## src/rtl/elastic_pipe_pkg.sv

```systemverilog
// Shared definitions for the elastic pipeline: depth limits, count-width helper
// and the occupancy-counter operation encoding.
package elastic_pipe_pkg;

  localparam int DEPTH_MIN   = 1;
  localparam int DEPTH_MAX   = 8;
  localparam int BW_DATA_MIN = 1;
  localparam int BW_DATA_MAX = 64;

  typedef enum logic [1:0] {
    CNT_HOLD = 2'd0,
    CNT_INC  = 2'd1,
    CNT_DEC  = 2'd2,
    CNT_CLR  = 2'd3
  } cnt_op_e;

  // Width needed to represent an occupancy of 0..depth.
  function automatic int cnt_width(input int depth);
    return $clog2(depth + 1);
  endfunction

endpackage

```

## src/rtl/elastic_stage.sv

```systemverilog
// One elastic register slot: valid bit plus data register that loads whenever
// it is empty or being drained downstream in the same cycle.
module elastic_stage
  import elastic_pipe_pkg::*;
#(
  parameter int                 BW_DATA = 8,
  parameter logic [BW_DATA-1:0] RST_VAL = '0
) (
  input  logic               i_clk,
  input  logic               i_rstn,
  input  logic               i_clr,
  input  logic               i_valid,
  input  logic [BW_DATA-1:0] i_data,
  input  logic               i_ready,
  output logic               o_ready,
  output logic               o_valid,
  output logic [BW_DATA-1:0] o_data
);

  logic               valid_reg;
  logic [BW_DATA-1:0] data_reg;

  assign o_ready = !valid_reg || i_ready;
  assign o_valid = valid_reg;
  assign o_data  = data_reg;

  // Data only captures real words so idle stages keep their contents stable.
  always_ff @(posedge i_clk or negedge i_rstn) begin
    if (!i_rstn) begin
      valid_reg <= 1'b0;
      data_reg  <= RST_VAL;
    end else if (i_clr) begin
      valid_reg <= 1'b0;
      data_reg  <= RST_VAL;
    end else if (o_ready) begin
      valid_reg <= i_valid;
      if (i_valid) begin
        data_reg <= i_data;
      end
    end
  end

endmodule

```

## src/rtl/elastic_pipe.sv

```systemverilog
// Bubble-collapsing valid/ready register pipeline of DEPTH stages with a
// dedicated occupancy counter and synchronous flush.
module elastic_pipe
  import elastic_pipe_pkg::*;
#(
  parameter int                 BW_DATA = 8,
  parameter int                 DEPTH   = 2,
  parameter logic [BW_DATA-1:0] RST_VAL = '0
) (
  input  logic                        i_clk,
  input  logic                        i_rstn,
  input  logic                        i_clr,
  input  logic                        i_valid,
  output logic                        o_ready,
  input  logic [BW_DATA-1:0]          i_data,
  output logic                        o_valid,
  input  logic                        i_ready,
  output logic [BW_DATA-1:0]          o_data,
  output logic [cnt_width(DEPTH)-1:0] o_count
);

  localparam int CW = cnt_width(DEPTH);

  logic [DEPTH:0]     valid_chain;
  logic [BW_DATA-1:0] data_chain [DEPTH+1];

  assign valid_chain[0] = i_valid;
  assign data_chain[0]  = i_data;

  // Each slot keeps its own ready net so the combinational ready path from
  // the output back to stage 0 is a chain of distinct signals.
  for (genvar gi = 0; gi < DEPTH; gi++) begin : g_stage
    logic rdy_out;
    logic rdy_dn;

    if (gi == DEPTH - 1) begin : g_last
      assign rdy_dn = i_ready;
    end else begin : g_mid
      assign rdy_dn = g_stage[gi+1].rdy_out;
    end

    elastic_stage #(
      .BW_DATA (BW_DATA),
      .RST_VAL (RST_VAL)
    ) u_stage (
      .i_clk   (i_clk),
      .i_rstn  (i_rstn),
      .i_clr   (i_clr),
      .i_valid (valid_chain[gi]),
      .i_data  (data_chain[gi]),
      .i_ready (rdy_dn),
      .o_ready (rdy_out),
      .o_valid (valid_chain[gi+1]),
      .o_data  (data_chain[gi+1])
    );
  end

  assign o_ready = g_stage[0].rdy_out && !i_clr;
  assign o_valid = valid_chain[DEPTH];
  assign o_data  = data_chain[DEPTH];

  logic          xfer_in;
  logic          xfer_out;
  cnt_op_e       cnt_op;
  logic [CW-1:0] count_reg;

  assign xfer_in  = i_valid && o_ready;
  assign xfer_out = o_valid && i_ready;

  always_comb begin
    cnt_op = CNT_HOLD;
    if (i_clr) begin
      cnt_op = CNT_CLR;
    end else if (xfer_in && !xfer_out) begin
      cnt_op = CNT_INC;
    end else if (xfer_out && !xfer_in) begin
      cnt_op = CNT_DEC;
    end
  end

  always_ff @(posedge i_clk or negedge i_rstn) begin
    if (!i_rstn) begin
      count_reg <= '0;
    end else begin
      case (cnt_op)
        CNT_INC: count_reg <= count_reg + CW'(1);
        CNT_DEC: count_reg <= count_reg - CW'(1);
        CNT_CLR: count_reg <= '0;
        default: count_reg <= count_reg;
      endcase
    end
  end

  assign o_count = count_reg;

endmodule

```

## config.mk

```make
export PLATFORM = sky130hd
export DESIGN_NAME = elastic_pipe
export DESIGN_NICKNAME = d
export VERILOG_FILES = /design/src/rtl/elastic_pipe_pkg.sv /design/src/rtl/elastic_stage.sv /design/src/rtl/elastic_pipe.sv
export SDC_FILE = /design/constraint.sdc
export NUM_CORES = 1
export LEC_CHECK = 0
export ABC_CLOCK_PERIOD_IN_PS = 2200
export CAP_MARGIN = 20
export CORE_UTILIZATION = 44
export CTS_CLUSTER_SIZE = 25
export DETAILED_ROUTE_END_ITERATION = 10
export PLACE_DENSITY = 0.69
export SLEW_MARGIN = 20
export SYNTH_ARGS = -nofsm -noshare
export SYNTH_HDL_FRONTEND = slang
export SYNTH_HIERARCHICAL = 1
export SYNTH_SLANG_ARGS = --single-unit
```

## constraint.sdc

```tcl
create_clock -name i_clk -period 2.2 [get_ports i_clk]
set_input_delay 0.44 -clock i_clk [delete_from_list [all_inputs] [get_ports i_clk]]
set_output_delay 0.44 -clock i_clk [all_outputs]
set_load 0.02 [all_outputs]
```

# Word-level counts from Yosys, hierarchy flattened
# Index checks and enable logic that the tools add are counted.
# op_classes
reduce_logical	19
multipliers	0
mux	14
bitwise	0
n_addsub	2
n_eq_ne	3
div	0
shift	0
n_lt_le_gt_ge	0
# ops
operator	n
8-bit 2-to-1 mux	6
2-bit nonzero test	4
2-bit 2-to-1 mux	3
2-bit one-hot mux with 3 select lines	1
1-bit logical AND	5
1-bit logical NOT	5
2-bit equality test, second input constant	2
1-bit 2-to-1 mux	4
2-bit AND reduction	2
3-bit nonzero test	1
2-bit by 1-bit adder with 2-bit output, second input constant	1
2-bit by 1-bit equality test with 1-bit output, second input constant	1
1-bit logical OR	2
2-bit by 1-bit subtractor with 2-bit output, second input constant	1
# word_totals
ramBits	0
out_inout_bits	12
rom_bits	0
latchBits	0
wordCells	43
inputBits	13
n_memories	0
register_bits	20

# Longest topological paths before layout
# logic_depth
ltp_word	12
mapped_depth	9
mapped_depth_nobuf	5

# By module
# The synthesis kept the hierarchy.
# modules_own_cells
module	area_each_um2	seq_area_each_um2	cells_per_inst	instances
elastic_stage	486.7	225.2	41	2
elastic_pipe	158.9	50.0	16	1

# Worst setup path before layout
# Ideal clock, no wire load.
# synth_path
path_kind	reg-to-output
startpoint	register g_stage[1].u_stage.valid_reg
endpoint	output port o_ready
required_ps	1760
stages_incl_launch_ff	8
setup_slack_ps	233
arrival_ps	1527
path_buffers	4
cell_sequence	dfrtp_1 > nand2b_4 > buf_6 > buf_6 > nand2b_4 > buf_6 > buf_6 > nor2b_1
# synth_between
elab_chain_len	4
# synth_lines
item	line_no	source
start: declaration	elastic_stage.sv:20	logic valid_reg;
start signal: assignment	elastic_stage.sv:36	valid_reg <= i_valid;
1-bit logical NOT	elastic_stage.sv:23	assign o_ready = !valid_reg || i_ready;
1-bit logical OR	elastic_stage.sv:23	
net g_stage[0].rdy_dn	elastic_pipe.sv:34	logic rdy_dn;
1-bit logical OR	elastic_stage.sv:23	
net g_stage[0].rdy_out	elastic_pipe.sv:33	logic rdy_out;
1-bit logical AND	elastic_pipe.sv:58	assign o_ready = g_stage[0].rdy_out && !i_clr;
end: declaration	elastic_pipe.sv:14	output logic o_ready,
# The timed path passes the listed nets, and every way through them passes these cells.

# Final worst setup path
# layout_path
startpoint	input port i_ready
endpoint	output port o_ready
# layout_between
elab_chain_len	3
# layout_lines
item	line_no	source
start: declaration	elastic_pipe.sv:17	input logic i_ready,
1-bit logical OR	elastic_stage.sv:23	
net g_stage[0].rdy_dn	elastic_pipe.sv:34	
1-bit logical OR	elastic_stage.sv:23	
net g_stage[0].rdy_out	elastic_pipe.sv:33	
1-bit logical AND	elastic_pipe.sv:58	
# The timed path passes the listed nets, and every way through them passes these cells.

==> results.md <==
* Largest incremental delay on the critical path at 0.51 ns
* Global-route wire length before repair at 3450 um
* Synth async-reset ratio at 100%
* Clk sink count at 20
* Number of filler cells placed in the layout at 229
* Worst setup slack before clock tree synthesis at -0.185 ns
* P per Cell Area at 545 nW/um^2
* Final setup violation count at 0
* Via count of the first global-routing pass at 674
* Flop2flop setup slack at 0.71 ns
* Post-synthesis register bit count at 20
* First-pass iteration count of the detailed router at 4
* Complex-gate fraction of the synthesized area at 28.5%
* Largest driver fanout on the critical path at 4
* Overall via count from detail_route at 811
* Setup crit start kind: input pin
* Dominant synthesized flop cell: sky130_fd_sc_hd__dfrtp_1
* Post-layout minimum cycle time at 2.12 ns
* Type of the setup path with the least slack: in2out
* Type of element capturing the critical path: output port
* Number of cells in the design after placement at 148
* Count of cell types in the netlist at 19
* Critical path destination: o_ready
* Number of nets still failing antenna checks after routing at 0
* Die footprint at 2780 um^2
* Tightest Hold Check Type: in2async
* Inserted Clock Buffers at 3
* Number of input and output port buffers inserted at 24
* CTS Root Cell: sky130_fd_sc_hd__clkbuf_4
* Total overflow reported by the global router at 0
* Row Count at 18
* Part of the cycle the worst path needs at 96.5%
* Status: finished, final reports clean
* Post-synthesis average cell area at 11.6 um^2
* XOR/XNOR share of the synthesized area at 1.99%
* Estimated wirelength of the detail-placed design at 1340 um
* DIE WIDTH at 52.7 um
* Vias per Instance at 5.34
* Final hold viol count at 0
* Met1 track utilization from global routing at 28.1%
* GR met2 Demand/Resource at 22.8%
* Number of I/O pins at 25
* Register clock-pin slew on the reported worst setup and hold paths at 0.11 ns
* Synthesized Nets at 111
* CTS Hold Buffers Added at 0
* Largest family of logic cells by synthesized area: compound AO/OA/AOI/OAI gates
* Data arrival, critical path at 1.68 ns
* Number of DRC markers in iteration 0 at 13
* Final Instance Count excl. Fillers at 152
* Critical Path Start: i_ready
* Max stage delay cell, worst path: sky130_fd_sc_hd__clkdlybuf4s50_1
* Maximum achievable frequency at 471 MHz
* Area of the core region at 2450 um^2
* TritonCTS clock tree: yes
* Share of cells above drive strength 1 at 23.8%
* Count of final max-slew check failures at 0
* Worst R2R End: o_count[1]$_DFFE_PN0P_
* Global-route usage over all layers at 17.6%
* Post-cts resize count at 1
* Post-Synthesis Cells at 98
* Synth top cells by count: 20 x sky130_fd_sc_hd__dfrtp_1, 17 x sky130_fd_sc_hd__nand3_1, 16 x sky130_fd_sc_hd__a21bo_1, 16 x sky130_fd_sc_hd__a21oi_2, 8 x sky130_fd_sc_hd__buf_6
* Setup ws final at 0.0765 ns
* Post-synthesis share of cell area spent on and, or, nand and nor gates at 15.1%
* Post-synthesis instance area at 1130 um^2
* Most frequent cell after synthesis: sky130_fd_sc_hd__dfrtp_1
* Portion of the post-synthesis area used by sequential elements at 44.2%
* Area contributors post-synth: sky130_fd_sc_hd__dfrtp_1 44%, sky130_fd_sc_hd__a21bo_1 14%, sky130_fd_sc_hd__a21oi_2 12%
* Max_slew headroom at 76.8%
* Overall die height at 52.7 um
* Worst Tran Pin Value at 0.346 ns
* Number of antenna violations at the first check in global routing at 0
* Synth Area in Adders at 0%
* Antenna cells at 0
* Grt met3 use at 2.61%
* Final nets at 136
* WL/cell at 13.7 um
* Proportion of synthesized area in mux cells at 0.884%
* Worst hold slack across all endpoints at 0.464 ns
* Count of flip-flops with a built-in enable after synthesis at 0
* Number of setup buffers added after CTS at 0
* Relative area change from synthesis to final layout at 23.0%
* Worst supply voltage drop on vdd at 394 uV
* RR Startpoint: g_stage[1].u_stage/o_valid$_DFFE_PN0P_
* Routing layer with the top usage in global route: met1
* Required @ worst endpoint at 1.76 ns
* MaxCap Viol Count at 0
* Post-Layout Inst Area at 1390 um^2
* Crit-path most repeated cell: sky130_fd_sc_hd__nand2b_4
* Worst r2r path cells at 6
* Biggest area consumer among synthesized cells: sky130_fd_sc_hd__dfrtp_1
* Clock Latency Late Sink at 0.31 ns
* Leakage at 0.589 nW
* Cell chain of the critical path: clkdlybuf4s50_1 > nand2b_4 > nand2b_4 > nor2b_1 > dlygate4sd2_1
* Clk_skew at 0.00598 ns
* CTS H-tree lvls at 1
* Number of DRC violations after detailed routing at 0
* Setup repair after global routing missed its margin: no
* Largest net degree at the start of global routing at 24
* Detailed Route WL at 2080 um
* Initial standard-cell utilization of the core at 46.1%
* RePlAce Congestion at 0.718
* Placed cell area at 1360 um^2
* Longest Clk Path Bufs at 2
* Number of warnings reported in the yosys synthesis log at 6
* Post-synth top area share at 44.2%
-- per-layer routing --
metal / part of all wire (%) / vias up / routed length [um]
li1: - / 394 / -
met1: 51 / 392 / 1060
met2: 44 / 23 / 917
met3: 3.6 / 2 / 74
met4: 1.6 / 0 / 33
met5: 0 / - / 0
-- flip-flops by register name, summed over array words and instances (netlist names) --
name / flops
g_stage.u_stage/o_data: 16
g_stage.u_stage/o_valid: 2
o_count: 2
-- layout by cell type, fill, tap and decap left out --
cell / synthesis / layout
sky130_fd_sc_hd__clkdlybuf4s50_1: 0 / 23
sky130_fd_sc_hd__dfrtp_1: 20 / 20
sky130_fd_sc_hd__nand3_1: 17 / 17
sky130_fd_sc_hd__a21bo_1: 16 / 16
sky130_fd_sc_hd__a21oi_2: 16 / 16
sky130_fd_sc_hd__buf_4: 0 / 6
sky130_fd_sc_hd__a21oi_1: 3 / 3
sky130_fd_sc_hd__clkbuf_4: 0 / 3
sky130_fd_sc_hd__nand2_1: 2 / 2
sky130_fd_sc_hd__nor2_1: 2 / 2
sky130_fd_sc_hd__nand2b_4: 2 / 2
sky130_fd_sc_hd__inv_1: 2 / 2
sky130_fd_sc_hd__nor2b_1: 1 / 1
sky130_fd_sc_hd__nand2_2: 1 / 1
sky130_fd_sc_hd__xnor3_1: 1 / 1
sky130_fd_sc_hd__and4b_1: 1 / 1
sky130_fd_sc_hd__and4bb_1: 1 / 1
sky130_fd_sc_hd__mux2i_1: 1 / 1
sky130_fd_sc_hd__nand4b_1: 1 / 1
sky130_fd_sc_hd__o211ai_1: 1 / 1
sky130_fd_sc_hd__clkbuf_8: 0 / 1
sky130_fd_sc_hd__dlygate4sd2_1: 0 / 1
-- where the power goes --
part	switching, W	total (W)	internal [W]
Combinational	0.0000697	0.000144	0.0000747
Sequential	0.0000138	0.000399	0.000385
Clock	0.000115	0.000216	0.000101
Total	0.000199	0.000760	0.000561
-- per-stage QoR --
stage / utilization (%) / total power, W / TNS, ns
finish: 56.7 / 0.000760 / 0
global route: 56.7 / 0.000801 / 0
CTS: 56.7 / 0.000774 / 0
detailed placement: 55.3 / 0.000551 / -0.185
global placement: 55.3 / 0.000550 / -0.168
floorplan: - / 0.000494 / 0
-- final cells by class --
class / count / area [um^2] / share of cell area [%]
inverter: 2 / 7.51 / 0.539
tap: 30 / 37.5 / 2.70
clock buffer: 4 / 36.3 / 2.61
multi-input combinational: 66 / 527 / 37.8
sequential: 20 / 500 / 35.9
timing repair buffer: 30 / 284 / 20.4
-- how the worst min path moves through the flow --
stage / start / endpoint / slack [ns]
floorplan: i_rstn / g_stage[0].u_stage/o_data[0]$_DFFE_PN0P_ / 0.14
global placement: g_stage[0].u_stage/o_data[6]$_DFFE_PN0P_ / g_stage[1].u_stage/o_data[6]$_DFFE_PN0P_ / 0.53
detailed placement: g_stage[0].u_stage/o_data[6]$_DFFE_PN0P_ / g_stage[1].u_stage/o_data[6]$_DFFE_PN0P_ / 0.53
CTS: i_rstn / g_stage[1].u_stage/o_data[0]$_DFFE_PN0P_ / 0.46
global route: i_rstn / g_stage[1].u_stage/o_data[0]$_DFFE_PN0P_ / 0.47
finish: i_rstn / g_stage[1].u_stage/o_data[0]$_DFFE_PN0P_ / 0.46
-- worst max-delay path: cells and delay by family --
kind	cells	cell delay, ns
buffers and inverters	2	0.85
AND/OR/NAND/NOR	3	0.38
-- kinds of logic after synthesis --
logic type	Yosys count
muxes	1
buffers and inverters	12
and+or+nand+nor	28
xor gates and xnor gates	1
DFF	20
AOI/OAI and AO/OA	36
Note: power is estimated with default switching activity, not from simulation.
